[src/rtl/seq_multiplier.sv]
// rtl/seq_multiplier.sv - iterative unsigned shift-add multiplier with start/busy/done handshake
//
// Purpose:
//   Multiplies two unsigned WIDTH-bit operands into a 2*WIDTH-bit product,
//   retiring one multiplier bit per clock. The operation always takes exactly
//   WIDTH iterations, whatever the operand values.
//
// Ports:
//   clk    in   1        rising-edge system clock
//   rst_n  in   1        asynchronous active-low reset; aborts any multiply
//   start  in   1        request; accepted in IDLE or in the DONE cycle
//   A      in   WIDTH    multiplicand, captured when start is accepted
//   B      in   WIDTH    multiplier, captured when start is accepted
//   busy   out  1        high while iterations are running
//   done   out  1        one-cycle pulse when P has just been updated
//   P      out  2*WIDTH  last completed product, held until the next completion

module seq_multiplier #(
    parameter int WIDTH = 4
) (
    input  logic                 clk,
    input  logic                 rst_n,
    input  logic                 start,
    input  logic [WIDTH-1:0]     A,
    input  logic [WIDTH-1:0]     B,
    output logic                 busy,
    output logic                 done,
    output logic [2*WIDTH-1:0]   P
);

    localparam int PW = 2 * WIDTH;
    localparam int CW = $clog2(WIDTH) + 1;

    typedef enum logic [1:0] {
        IDLE = 2'd0,
        RUN  = 2'd1,
        DONE = 2'd2
    } state_t;

    state_t          state;
    state_t          stateNext;

    logic [PW-1:0]   mcand;
    logic [WIDTH-1:0] mplier;
    logic [PW-1:0]   acc;
    logic [CW-1:0]   count;

    logic            loadOps;
    logic            stepOp;
    logic            lastIter;
    logic [PW-1:0]   addend;
    logic [PW-1:0]   accSum;

    // The final iteration's sum goes straight into P, so the product is
    // available on the same edge that moves the FSM to DONE.
    assign lastIter = (count == CW'(WIDTH - 1));
    assign addend   = mplier[0] ? mcand : '0;
    assign accSum   = acc + addend;

    always_ff @(posedge clk or negedge rst_n) begin
        if (!rst_n) begin
            state <= IDLE;
        end else begin
            state <= stateNext;
        end
    end

    always_comb begin
        stateNext = state;
        loadOps   = 1'b0;
        stepOp    = 1'b0;
        case (state)
            IDLE: begin
                if (start) begin
                    loadOps   = 1'b1;
                    stateNext = RUN;
                end
            end
            RUN: begin
                // start is deliberately not looked at here.
                stepOp = 1'b1;
                if (lastIter) begin
                    stateNext = DONE;
                end
            end
            DONE: begin
                // Accepting start here gives back-to-back operation with
                // one result every WIDTH+1 cycles.
                if (start) begin
                    loadOps   = 1'b1;
                    stateNext = RUN;
                end else begin
                    stateNext = IDLE;
                end
            end
            default: begin
                stateNext = IDLE;
            end
        endcase
    end

    always_ff @(posedge clk or negedge rst_n) begin
        if (!rst_n) begin
            mcand  <= '0;
            mplier <= '0;
            acc    <= '0;
            count  <= '0;
            P      <= '0;
        end else if (loadOps) begin
            mcand  <= {{WIDTH{1'b0}}, A};
            mplier <= B;
            acc    <= '0;
            count  <= '0;
        end else if (stepOp) begin
            acc    <= accSum;
            mcand  <= mcand << 1;
            mplier <= mplier >> 1;
            count  <= count + CW'(1);
            if (lastIter) begin
                P <= accSum;
            end
        end
    end

    // Status outputs come from flops loaded with the decoded next state, so
    // they change on the same edge as the state and never see start/A/B
    // combinationally.
    always_ff @(posedge clk or negedge rst_n) begin
        if (!rst_n) begin
            busy <= 1'b0;
            done <= 1'b0;
        end else begin
            busy <= (stateNext == RUN);
            done <= (stateNext == DONE);
        end
    end

endmodule
[config.mk]
export PLATFORM = sky130hd
export DESIGN_NAME = seq_multiplier
export DESIGN_NICKNAME = d
export VERILOG_FILES = /design/src/rtl/seq_multiplier.sv
export SDC_FILE = /design/constraint.sdc
export NUM_CORES = 1
export LEC_CHECK = 0
export BUFFER_PORTS_ARGS = -buffer_cell sky130_fd_sc_hd__buf_2
export CAP_MARGIN = 5
export CORE_ASPECT_RATIO = 0.75
export CORE_MARGIN = 5
export CORE_UTILIZATION = 50
export CTS_CLUSTER_SIZE = 12
export DETAILED_ROUTE_END_ITERATION = 7
export PLACE_DENSITY = 0.69
export SLEW_MARGIN = 20
export SYNTH_ARGS = -nofsm -noshare
export SYNTH_HDL_FRONTEND = slang
export SYNTH_SLANG_ARGS = --single-unit
[constraint.sdc]
create_clock -name clk -period 3.1 [get_ports clk]
set_input_delay 0.155 -clock clk [delete_from_list [all_inputs] [get_ports clk]]
set_output_delay 0.155 -clock clk [all_outputs]
set_load 0.005 [all_outputs]
Yosys cells after proc, flatten, opt, wreduce, memory -nomap -nowiden
Index checks and enable logic that the tools add are counted. W data, S select, Z words.

Memories kept: 0. Word-level logic and storage cells: 36. Bits in writable memories: 0. Bits in registers: 35. Bits of input ports: 11. Memory bits (read-only): 0. Bits in latches: 0.

Multipliers: 0. Magnitude comparators: 0. Shift-type cells: 0. Bitwise gates (word level): 1. Eq/ne operators: 5. Divide/modulo/power cells: 0. Reductions and logical operators: 4. Add/subtract/negate cells: 2. Mux-type cells: 16.

Operators by type and width (count): $mux W8 (5); $add A8 B8 Y8 (1); $mux W4 (2); $mux W3 (2); $pmux W2 S3 (1); $eq A2 B1 Y1 const B (2); $eq A2 B2 Y1 const B (2); $mux W1 (4); $mux W2 (2); $add A3 B1 Y3 const B (1); $eq A3 B2 Y1 const B (1); $reduce_and A3 Y1 (1); $logic_not A2 Y1 (1); $reduce_bool A2 Y1 (1); $reduce_or A2 Y1 (1); $not A1 Y1 (1).

Depth between registers and ports, before layout
Gate-level depths: netlist of run 1.

Depth after elaboration: 5. Depth in mapped cells: 10.

Worst setup path before layout of run 1
Ideal clock, no wire load.

Path type: flip-flop to flip-flop. From: register mplier[0]. To: register acc[6]. Slack: 0.823 ns. Cell stages (with the launch flop): 11. Arrival: 2.156 ns. Path through: dfrtp_1 > clkbuf_1 > and2_1 > ha_1 > inv_1 > fa_1 > nor2b_4 > o31a_1 > o21a_1 > or3_1 > a32o_1.

Longest elaborated chain between the ends: 4.

RTL lines: start: declaration (line 44) `logic [WIDTH-1:0] mplier;`; start signal: assignment (line 117) `mplier <= mplier >> 1;`; $mux W8 (line 57) `assign addend = mplier[0] ? mcand : '0;`; $add A8 B8 Y8 (line 58) `assign accSum = acc + addend;`; $mux W8 (line 114) `end else if (stepOp) begin`; $mux W8 (line 109) `end else if (loadOps) begin`; end signal: assignment (line 115) `acc <= accSum;`; end: declaration (line 45) `logic [PW-1:0] acc;`.

No other way between the ends. The select of a mux whose other input is x is not followed. A chain may end at the register's enable or synchronous reset.

Worst setup path after layout of run 1
Same ends and word-level chain as after synthesis.

==> impl_summary.log, run 1 <==
[metrics] status: completed
[metrics] number of clock buffers inserted by TritonCTS: 5
[metrics] worst reg2reg startpoint: mplier[0]
[metrics] Setup Total Neg Slack: 0 ps
[metrics] setup violation total in the final timing report: 0
[metrics] number of filler cells placed in the layout: about 290
[metrics] Worst R2R Path Depth: 9
[metrics] area of the core: ~0.0033 sq mm
[metrics] n_diodes: 0
[metrics] vias in the first global route: 1256
[metrics] depth of the worst hold-timing path: 2
[metrics] Avg Cell Area, Syn: 11.0 sq um
[metrics] total routed wirelength: ~3.5 mm
[metrics] number of top-level design ports: 21
[metrics] highest-count cells in the layout ignoring fill and taps: dfrtp_1 (35), buf_2 (20), a22o_1 (11), nor2_1 (10)
[metrics] count of maximum capacitance violations: 0
[metrics] placed instance count: roughly 210
[metrics] clock sink count: 35
[metrics] Die Height: approximately 61 microns
[metrics] unrepaired setup endpoints after global routing: no
[metrics] Yosys warnings: 0
[metrics] Netlist cell types: 32
[metrics] Yosys reg bits: 35
[metrics] worst hold path endpoint: mcand[0]
[metrics] number of DRC violations after detailed-routing iteration 0: 55
[metrics] number of flops mapped to enable cells by yosys: 0
[metrics] first-pass GRT wire length: between 6 and 7 mm
[metrics] total number of vias: between 1k and 1.5k
[metrics] critical-path cell with the highest stage delay: dfrtp_1
[metrics] initial antenna violation count: 0
[metrics] total track usage: between 10% and 20%
[metrics] largest fanout on the critical path: 10
[metrics] Combinational Power Share: a little under half
[metrics] overflow left after global routing: 0
[metrics] reported net switching power: 0.000859 W
[metrics] Clock power frac: 16.4%
[metrics] launching element type of the critical path: register
[metrics] power share of the sequential group: a little over a third
[metrics] clock slew at the register clock pins of the worst setup and hold paths: 70 ps
[metrics] final critical-path share of the clock period: between 70% and 80%
[metrics] remaining routing DRC violations: 0
[metrics] top_reg_cell synth: dfrtp_1
[metrics] cells traversed along the worst timing path: and2_1 > ha_1 > inv_1 > fa_1 > nor2b_4 > o31a_1 > o21a_1 > or3_1 > a32o_1
[metrics] share of layout cells above drive strength 1: between 10% and 20%
[metrics] critical path data arrival time: 2510 ps
[metrics] residual antenna-violating net count after detailed routing: 0
[metrics] HP Class: in -> reg
[metrics] Post-Place Cell Area: between 0.0015 and 0.002 sq mm
[metrics] Max Transition Viols Final: 0
[metrics] Via-to-Cell Ratio: ~5.6
[metrics] clock latency of the later-clocked register in the worst-skew pair: 290 ps
[metrics] clock tree root buffer cell: clkbuf_8
[metrics] Power per Cell Area: 1130 mW/mm^2
[metrics] number of hold-slack violations in the final timing report: 0
[metrics] setup clock skew after layout: 5.38 ps
[metrics] cell-internal power: between 0.001 and 0.0015 W
[metrics] Final nets: around 200
[metrics] Layout Cell Area excl Fill: 0.00197 sq mm
[metrics] die area: 0.00470 sq mm
[metrics] endpoint class of the critical path: register
[metrics] pin count of the biggest net entering global routing: 36
[metrics] Area Overhead vs Synth: 15.1%
[metrics] Finished Layout Cells: 221
[metrics] WP data required: 3280 ps
[metrics] post-DR wirelength/cell: around 16 microns
[metrics] Net Sw Frac: 38.6%
[metrics] time the final worst path needs with I/O delays and setup: 2330 ps
[metrics] Cells after Synth: around 160
[metrics] register-to-register setup slack: between 700 and 800 ps
[metrics] number of nets produced by synthesis: 176
[metrics] Worst Min Path Start: A[0]
[metrics] synthesized area: 0.00171 sq mm
[metrics] leakage component of the power: slightly below 1 nW
[metrics] final HPWL from detailed placement: between 2 and 3 mm
[metrics] reg-to-reg endpoint: acc[6]
[metrics] transition time at the pin with the least slew margin: ~770 ps
[metrics] maximum clock insertion buffer count: 2
[metrics] crit path kind: reg -> reg
[metrics] most common library cell in the layout ignoring fill and taps: dfrtp_1
[metrics] sequential cell area fraction in the yosys report: around 51%
[metrics] TritonCTS clock tree: built
[metrics] Final Wtd Congestion: between 0.8 and 0.9
[metrics] crit-path max cell delay: ~460 ps
[metrics] achievable clock frequency: around 430 MHz
[metrics] number of iterations in the first detailed-routing pass: 4
[metrics] count of buffer and inverter cells on the critical path: 1
[metrics] die width: 77.5 microns
[metrics] effective utilization at floorplan: 52.0%
[metrics] IR drop worst, VDD: 669 uV
[metrics] Synth async-reset ratio: 100%
[metrics] family with the most delay on the worst path: compound AO/OA/AOI/OAI gates
[metrics] count of standard-cell rows: 18
[metrics] H-tree level count: 2
[metrics] number of input and output port buffers inserted: 20
[metrics] worst slew slack as a fraction of its limit: between 40% and 50%
==> cells by family after synthesis <==
group                      count (synthesis)  share of synthesized area [%]
AOI/OAI and AO/OA                         49                           20.4
buffers and inverters                     12                           2.78
DFF                                       35                           51.2
adders and majority gates                 10                           7.76
and+or+nand+nor                           38                           11.4
xor gates and xnor gates                   4                           2.05
muxes                                      7                           4.39
==> metal layers <==
layer  wire length [microns]  track usage, %
met5                       0               0
met4                      51            6.86
met3                     204            4.15
met2                    1550            24.9
met1                    1720            23.8
==> sequential cells by signal, indices dropped and copies added (netlist names) <==
| register | count |
|---|---|
| state | 2 |
| P | 8 |
| count | 3 |
| acc | 8 |
| mplier | 4 |
| done | 1 |
| busy | 1 |
| mcand | 8 |
==> how the worst max path moves through the flow <==
stage,start,endpoint,slack (ps),cells past startpoint
2_1_floorplan,mplier[0],acc[6],820,10
3_5_place_dp,mplier[0],acc[6],790,9
6_report,mplier[0],acc[6],770,9
3_3_place_gp,mplier[0],acc[6],830,9
4_1_cts,mplier[0],acc[6],780,9
5_1_grt,mplier[0],acc[6],660,9
==> power by group through the flow <==
| stage | registers [W] | logic (W) | clock network (W) |
|---|---|---|---|
| floorplan | 0.000766 | 0.000805 | 0 |
| global placement | 0.000809 | 0.00101 | 0 |
| detailed placement | 0.000818 | 0.00105 | 0 |
| CTS | 0.000813 | 0.00106 | 0.000374 |
| global route | 0.000846 | 0.00119 | 0.000397 |
| finish | 0.000815 | 0.00105 | 0.000365 |
==> cell usage after synthesis (2+ instances only) <==
cell type,number,area [sq um]
nor2_1,10,37.5
ha_1,9,113
o22ai_1,6,37.5
clkbuf_1,3,11.3
dfrtp_1,35,876
a211oi_1,3,22.5
mux2_2,4,45.0
or3_1,2,12.5
o21a_1,3,22.5
nand3_1,2,10.0
mux2i_1,3,30.0
nor2b_1,4,25.0
o21ai_0,9,45.0
nand2_1,9,33.8
nand2b_1,2,12.5
a21o_1,3,22.5
a21oi_1,6,30.0
a22o_1,11,96.3
inv_1,7,26.3
and2_1,8,50.1
buf_2,2,10.0
xnor2_1,4,35.0
==> layout make-up <==
cell class	count	area, sq um	area share [%]
clock inverter	1	7.51	0.382
tap	40	50.0	2.54
inverter	7	26.3	1.34
sequential	35	876	44.5
clock buffer	7	96.3	4.90
multi-input combinational	108	786	39.9
timing repair buffer	23	125	6.36
==> through the flow <==
step / setup WS [ps] / utilization [%] / hold slack [ps] / total power, W
after global placement: 826 / 56.4 / 263 / 0.00182
after floorplan: 823 / - / -141 / 0.00157
after detailed placement: 794 / 56.4 / 274 / 0.00187
after CTS: 776 / 59.8 / 99.5 / 0.00224
final: 770 / 59.8 / 106 / 0.00223
after global routing: 663 / 59.8 / 96.8 / 0.00243
==> timing repair <==
item / in CTS / in global routing
hold buffers: 1 / 0
setup buffers: 0 / 0
gates resized for setup: 0 / 0
hold endpoints to repair: 35 / 0
Power figures use the tool's default switching activity.
==> inputs of run 2 (changes only) <==
- PLACE_DENSITY: 0.69 -> 0.72
- clock period: 3.1 -> 2.1 ns (I/O delays scaled with it)
==> impl_summary.log, run 2 (synthesis results as in run 1) <==
[metrics] Die Height: 60.6 microns (unchanged)
[metrics] H-tree level count: 2 (unchanged)
[metrics] count of standard-cell rows: 18 (unchanged)
[metrics] number of input and output port buffers inserted: 20 (unchanged)
[metrics] time the final worst path needs with I/O delays and setup: 2200 ps (-126 ps)
[metrics] layer carrying the most global-route usage: met2
[metrics] largest fanout on the critical path: 5 (-5)
[metrics] leakage component of the power: 1.05 nW (+7.2%)
[metrics] highest-count cells in the layout ignoring fill and taps: dfrtp_1 (35), buf_2 (20), buf_4 (15), a22o_1 (11), nor2_1 (10)
[metrics] number of clock buffers inserted by TritonCTS: 5 (unchanged)
[metrics] worst slew slack as a fraction of its limit: 34.5% (-14 points)
[metrics] total track usage: 17.2% (+0.41 points)
[metrics] cell-internal power: 0.00223 W (+63%)
[metrics] post-DR wirelength/cell: 16.1 microns (+1.1%)
[metrics] launching element type of the critical path: register
[metrics] setup violation total in the final timing report: 4 (+4)
[metrics] residual antenna-violating net count after detailed routing: 0 (unchanged)
[metrics] number of iterations in the first detailed-routing pass: 4 (unchanged)
[metrics] number of DRC violations after detailed-routing iteration 0: 94 (+71%)
[metrics] maximum clock insertion buffer count: 2 (unchanged)
[metrics] critical path data arrival time: 2370 ps (-140 ps)
[metrics] pin count of the biggest net entering global routing: 36 (unchanged)
[metrics] Power per Cell Area: 1700 mW/mm^2 (+50%)
[metrics] Combinational Power Share: 51.9% (+4.8 points)
[metrics] area of the core: 0.00329 sq mm (unchanged)
[metrics] count of maximum capacitance violations: 0 (unchanged)
[metrics] n_diodes: 0 (unchanged)
[metrics] die area: 0.00470 sq mm (unchanged)
[metrics] share of layout cells above drive strength 1: 29.9% (+10 points)
[metrics] final critical-path share of the clock period: 105% (+30 points)
[metrics] remaining routing DRC violations: 0 (unchanged)
[metrics] reported net switching power: 0.00137 W (+59%)
[metrics] setup clock skew after layout: 9.13 ps (+3.75 ps)
[metrics] WP data required: 2270 ps (-1010 ps)
[metrics] total number of vias: 1356 (+8.7%)
[metrics] number of hold-slack violations in the final timing report: 0 (unchanged)
[metrics] number of top-level design ports: 21 (unchanged)
[metrics] transition time at the pin with the least slew margin: 979 ps (+211 ps)
[metrics] final HPWL from detailed placement: 2.74 mm (+7.3%)
[metrics] global routing usage on met1: 21.8% (-2.0 points)
[metrics] effective utilization at floorplan: 52.0% (unchanged)
[metrics] TritonCTS clock tree: built
[metrics] Via-to-Cell Ratio: 5.79 (+2.6%)
[metrics] first-pass GRT wire length: 6.29 mm (+3.5%)
[metrics] Area Overhead vs Synth: 24.1%
[metrics] initial antenna violation count: 0 (unchanged)
[metrics] unrepaired setup endpoints after global routing: yes
[metrics] vias in the first global route: 1381 (+10%)
[metrics] met3 usage in global routing: 4.45% (+0.30 points)
[metrics] Setup Total Neg Slack: -291 ps (-291 ps)
[metrics] Net Sw Frac: 38.0% (-0.57 points)
[metrics] status: finished, violations left
[metrics] clock slew at the register clock pins of the worst setup and hold paths: 60 ps (about the same)
[metrics] clock latency of the later-clocked register in the worst-skew pair: 290 ps (about the same)
[metrics] largest registers: P x8, acc x8, mcand x8
[metrics] most common library cell in the layout ignoring fill and taps: dfrtp_1
[metrics] Max Transition Viols Final: 0 (unchanged)
[metrics] HP Class: in -> reg
[metrics] die width: 77.5 microns (unchanged)
[metrics] Clock power frac: 14.7% (-1.7 points)
[metrics] overflow left after global routing: 0 (unchanged)
[metrics] achievable clock frequency: 454 MHz (+5.7%)
[metrics] failing checks: setup timing
[metrics] number of filler cells placed in the layout: 269 (-5.9%)
[metrics] Final Wtd Congestion: 0.791 (-3.7%)
[metrics] fraction of the core area covered by cells at the end of the flow: 64.5% (+4.7 points)
[metrics] total routed wirelength: 3.77 mm (+7.0%)
[metrics] met2 routing resource usage after global routing: 29.0% (+4.1 points)
[metrics] crit path kind: reg -> reg
[metrics] endpoint class of the critical path: register
[metrics] clock sink count: 35 (unchanged)
[metrics] Setup WS post-layout: -103 ps (-874 ps)
[metrics] IR drop worst, VDD: 849 uV (+27%)
[metrics] clock tree root buffer cell: clkbuf_8
[metrics] worst slack on hold paths: 58.2 ps (-48.1 ps)
[metrics] power share of the sequential group: 33.4% (-3.2 points)
[metrics] Final nets: 214 (+6.5%)
## run 2: power groups by stage
| stage | clock network, W | logic [W] | registers [W] |
|---|---|---|---|
| 6_report | 0.000528 | 0.00187 | 0.00120 |
| 5_1_grt | 0.000569 | 0.00206 | 0.00124 |
| 3_5_place_dp | 0 | 0.00173 | 0.00120 |
| 3_3_place_gp | 0 | 0.00164 | 0.00118 |
| 4_1_cts | 0.000531 | 0.00178 | 0.00119 |
| 2_1_floorplan | 0 | 0.00122 | 0.00114 |
## run 2: per-layer routing
metal  up-vias  wire, microns
met5         -              0
met1       673           1710
met3         5            210
li1        636              -
met2        42           1810
met4         0             35
## run 2: cell type report
cell class | count | area, sq um | area share, %
multi-input cells | 108 | 846 | 39.9
flip-flops and latches | 35 | 876 | 41.3
well taps | 40 | 50.0 | 2.36
inverters | 7 | 26.3 | 1.24
clock buffers | 8 | 100 | 4.72
repair buffers | 36 | 223 | 10.5
## run 2: critical path, cell delays in order, from the launching register on
cell and delay (ps):
dfrtp_1 420, and2_4 160, ha_4 150, inv_2 40
fa_2 220, nor2b_4 50, o31a_1 250, o21a_1 190
or3_4 330, a32o_1 270
## run 2: path summary, 6_finish.rpt
check                           startpoint       end  slack [ps]  cells after the start
max in group asynchronous            rst_n    acc[0]        1170                      2
worst max-delay path             mplier[0]    acc[6]        -100                      9
worst min-delay path                  A[0]  mcand[0]          60                      2
min in group asynchronous            rst_n      P[2]         430                      2
worst max register to register   mplier[0]    acc[6]        -100                      9
worst min register to register        P[7]      P[7]         480                      2
## run 2: metrics by stage
step	area, sq um	power (W)	setup WS, ps	std cells
floorplan	1740	0.00236	-98.7	155
global placement	1950	0.00282	-27.6	222
detailed placement	1950	0.00293	-109	222
CTS	2080	0.00350	-83.4	232
global route	2120	0.00387	-185	234
finish	2120	0.00360	-103	234
## run 2: what timing repair did
| action | CTS | global route |
|---|---|---|
| gates resized for setup | 4 | 4 |
| setup buffers | 1 | 2 |
| pin swaps | 2 | 0 |
| setup endpoints to repair | 4 | 4 |
| hold buffers | 1 | 0 |
| endpoints found under the hold margin | 35 | 0 |
==> inputs of run 3 (changes only) <==
- REMOVE_ABC_BUFFERS: not set -> 1
==> impl_summary.log, run 3 (synthesis results as in run 1) <==
[metrics] number of input and output port buffers inserted: 20 (unchanged)
[metrics] reg-to-reg endpoint: P[6]
[metrics] time the final worst path needs with I/O delays and setup: 2150 ps (-53.8 ps)
[metrics] clock latency of the later-clocked register in the worst-skew pair: 290 ps (about the same)
[metrics] Power per Cell Area: 1700 mW/mm^2 (+0.49%)
[metrics] clock sink count: 35 (unchanged)
[metrics] effective utilization at floorplan: 52.0% (unchanged)
[metrics] initial antenna violation count: 0 (unchanged)
[metrics] Worst Min Path Start: A[0]
[metrics] Worst R2R Path Depth: 9 (unchanged)
[metrics] Max Transition Viols Final: 0 (unchanged)
[metrics] failing checks: setup timing
[metrics] final total power: 0.00368 W (+2.3%)
[metrics] Finished Layout Cells: 231 (-1.3%)
[metrics] number of iterations in the first detailed-routing pass: 4 (unchanged)
[metrics] area of the core: 0.00329 sq mm (unchanged)
[metrics] Layout Cell Area excl Fill: 0.00216 sq mm (+1.8%)
[metrics] Die Height: 60.6 microns (unchanged)
[metrics] final critical-path share of the clock period: 102% (-2.6 points)
[metrics] highest-count cells in the layout ignoring fill and taps: dfrtp_1 (35), buf_2 (20), buf_4 (12), a22o_1 (11), nor2_1 (10)
[metrics] crit path kind: reg -> reg
[metrics] residual antenna-violating net count after detailed routing: 0 (unchanged)
[metrics] first-pass GRT wire length: 6.58 mm (+4.5%)
[metrics] maximum clock insertion buffer count: 2 (unchanged)
[metrics] worst slew slack as a fraction of its limit: 27.9% (-6.6 points)
[metrics] endpoint class of the critical path: register
[metrics] overflow left after global routing: 0 (unchanged)
[metrics] Final nets: 213 (-0.47%)
[metrics] number of hold-slack violations in the final timing report: 0 (unchanged)
[metrics] clock tree root buffer cell: clkbuf_8
[metrics] TritonCTS clock tree: built
[metrics] HP Class: in -> reg
[metrics] fraction of the core area covered by cells at the end of the flow: 65.6% (+1.1 points)
[metrics] worst hold path endpoint: mcand[0]
[metrics] pin count of the biggest net entering global routing: 36 (unchanged)
[metrics] total number of vias: 1340 (-1.2%)
[metrics] total track usage: 18.0% (+0.84 points)
[metrics] n_diodes: 0 (unchanged)
[metrics] leakage component of the power: 1.02 nW (-2.5%)
[metrics] remaining routing DRC violations: 0 (unchanged)
[metrics] count of maximum capacitance violations: 0 (unchanged)
[metrics] number of clock buffers inserted by TritonCTS: 5 (unchanged)
[metrics] die width: 77.5 microns (unchanged)
[metrics] Final Wtd Congestion: 0.852 (+7.6%)
[metrics] total routed wirelength: 4.00 mm (+6.0%)
[metrics] Setup WS post-layout: -49.3 ps (+53.8 ps)
[metrics] post-DR wirelength/cell: 17.3 microns (+7.4%)
[metrics] die area: 0.00470 sq mm (unchanged)
[metrics] Post-Place Cell Area: 0.00193 sq mm (-0.90%)
[metrics] final HPWL from detailed placement: 2.71 mm (-0.93%)
[metrics] achievable clock frequency: 465 MHz (+2.5%)
[metrics] setup clock skew after layout: 10.4 ps (+1.25 ps)
[metrics] critical path data arrival time: 2330 ps (-40 ps)
[metrics] count of standard-cell rows: 18 (unchanged)
[metrics] status: finished, violations left
[metrics] clock slew at the register clock pins of the worst setup and hold paths: 70 ps (about the same)
[metrics] WP data required: 2280 ps (about the same)
[metrics] most common library cell in the layout ignoring fill and taps: dfrtp_1
[metrics] share of layout cells above drive strength 1: 32.5% (+2.6 points)
[metrics] largest registers: P x8, acc x8, mcand x8
[metrics] number of DRC violations after detailed-routing iteration 0: 56 (-40%)
[metrics] setup violation total in the final timing report: 2 (-2)
[metrics] IR drop worst, VDD: 1060 uV (+25%)
[metrics] number of top-level design ports: 21 (unchanged)
[metrics] vias in the first global route: 1453 (+5.2%)
[metrics] worst reg2reg startpoint: mplier[0]
[metrics] Via-to-Cell Ratio: 5.80 (+0.10%)
[metrics] H-tree level count: 2 (unchanged)
[metrics] unrepaired setup endpoints after global routing: yes
[metrics] transition time at the pin with the least slew margin: 1080 ps (+98.0 ps)
[metrics] placed instance count: 222 (unchanged)
[metrics] largest fanout on the critical path: 3 (-2)
[metrics] depth of the worst hold-timing path: 2 (unchanged)
[metrics] launching element type of the critical path: register
[metrics] register-to-register setup slack: -50 ps (+50 ps)
[metrics] Area Overhead vs Synth: 26.3%
run 3: cell count changes in the layout (fill, tap and decap cells not counted), sizes merged:
cell,previous run,this run
clkbuf,8,6
buf,35,34
run 3: per-layer routing:
layer	part of all wire, %	vias up	wire (microns)	track usage [%]
li1	-	631	-	-
met2	45	49	1800	29.0
met3	5.7	12	228	4.75
met5	0	-	0	0
met1	47	648	1880	23.4
met4	2.1	0	85	8.09
run 3: critical path, stage by stage, from the launching register on:
cell,delay [ps]
dfrtp_1,410
and2_4,160
ha_4,150
inv_2,50
fa_2,220
nor2b_4,50
o31a_1,260
o21a_1,190
or3_1,330
a31o_2,250
run 3: worst max-delay path by stage:
stage	from	end	slack, ps	depth (start not counted)
final	mplier[0]	P[6]	-50	9
after global routing	mplier[0]	P[6]	-110	9
after CTS	mplier[0]	P[6]	-80	9
after detailed placement	mplier[0]	acc[6]	-120	9
after global placement	mplier[0]	acc[6]	-60	9
after floorplan	mplier[0]	acc[6]	-100	9
run 3: metrics by stage:
stage,worst slack (ps),hold slack (ps),setup TNS [ps]
after CTS,-79.8,68.9,-145
after global placement,-64.4,210,-116
final,-49.3,67.6,-88.8
after floorplan,-104,-191,-194
after detailed placement,-125,232,-253
after global routing,-108,59.9,-245
run 3: area by class of cell:
| class | count | area, sq um |
|---|---|---|
| Clock buffer | 6 | 72.6 |
| Sequential cell | 35 | 876 |
| Timing Repair Buffer | 35 | 223 |
| Tap cell | 40 | 50.0 |
| Inverter | 7 | 26.3 |
| Multi-Input combinational cell | 108 | 911 |
| Fill cell | 266 | 1130 |
run 3: where the power goes:
group | switching (W) | leakage (nW) | internal [W] | total, W
clock | 0.000227 | 0.0371 | 0.000221 | 0.000448
sequential | 0.000217 | 0.439 | 0.000982 | 0.00120
combinational | 0.000984 | 0.548 | 0.00105 | 0.00203
total | 0.00143 | 1.02 | 0.00225 | 0.00368
run 3: timing repair:
item                                   4_1_cts  5_1_grt
endpoints found under the hold margin       35        0
cloned                                       0        0
pin swaps                                    3        4
hold buffers                                 1        0
gates resized for setup                      8       13
setup endpoints to repair                    3        4
buffers inserted                             2        0
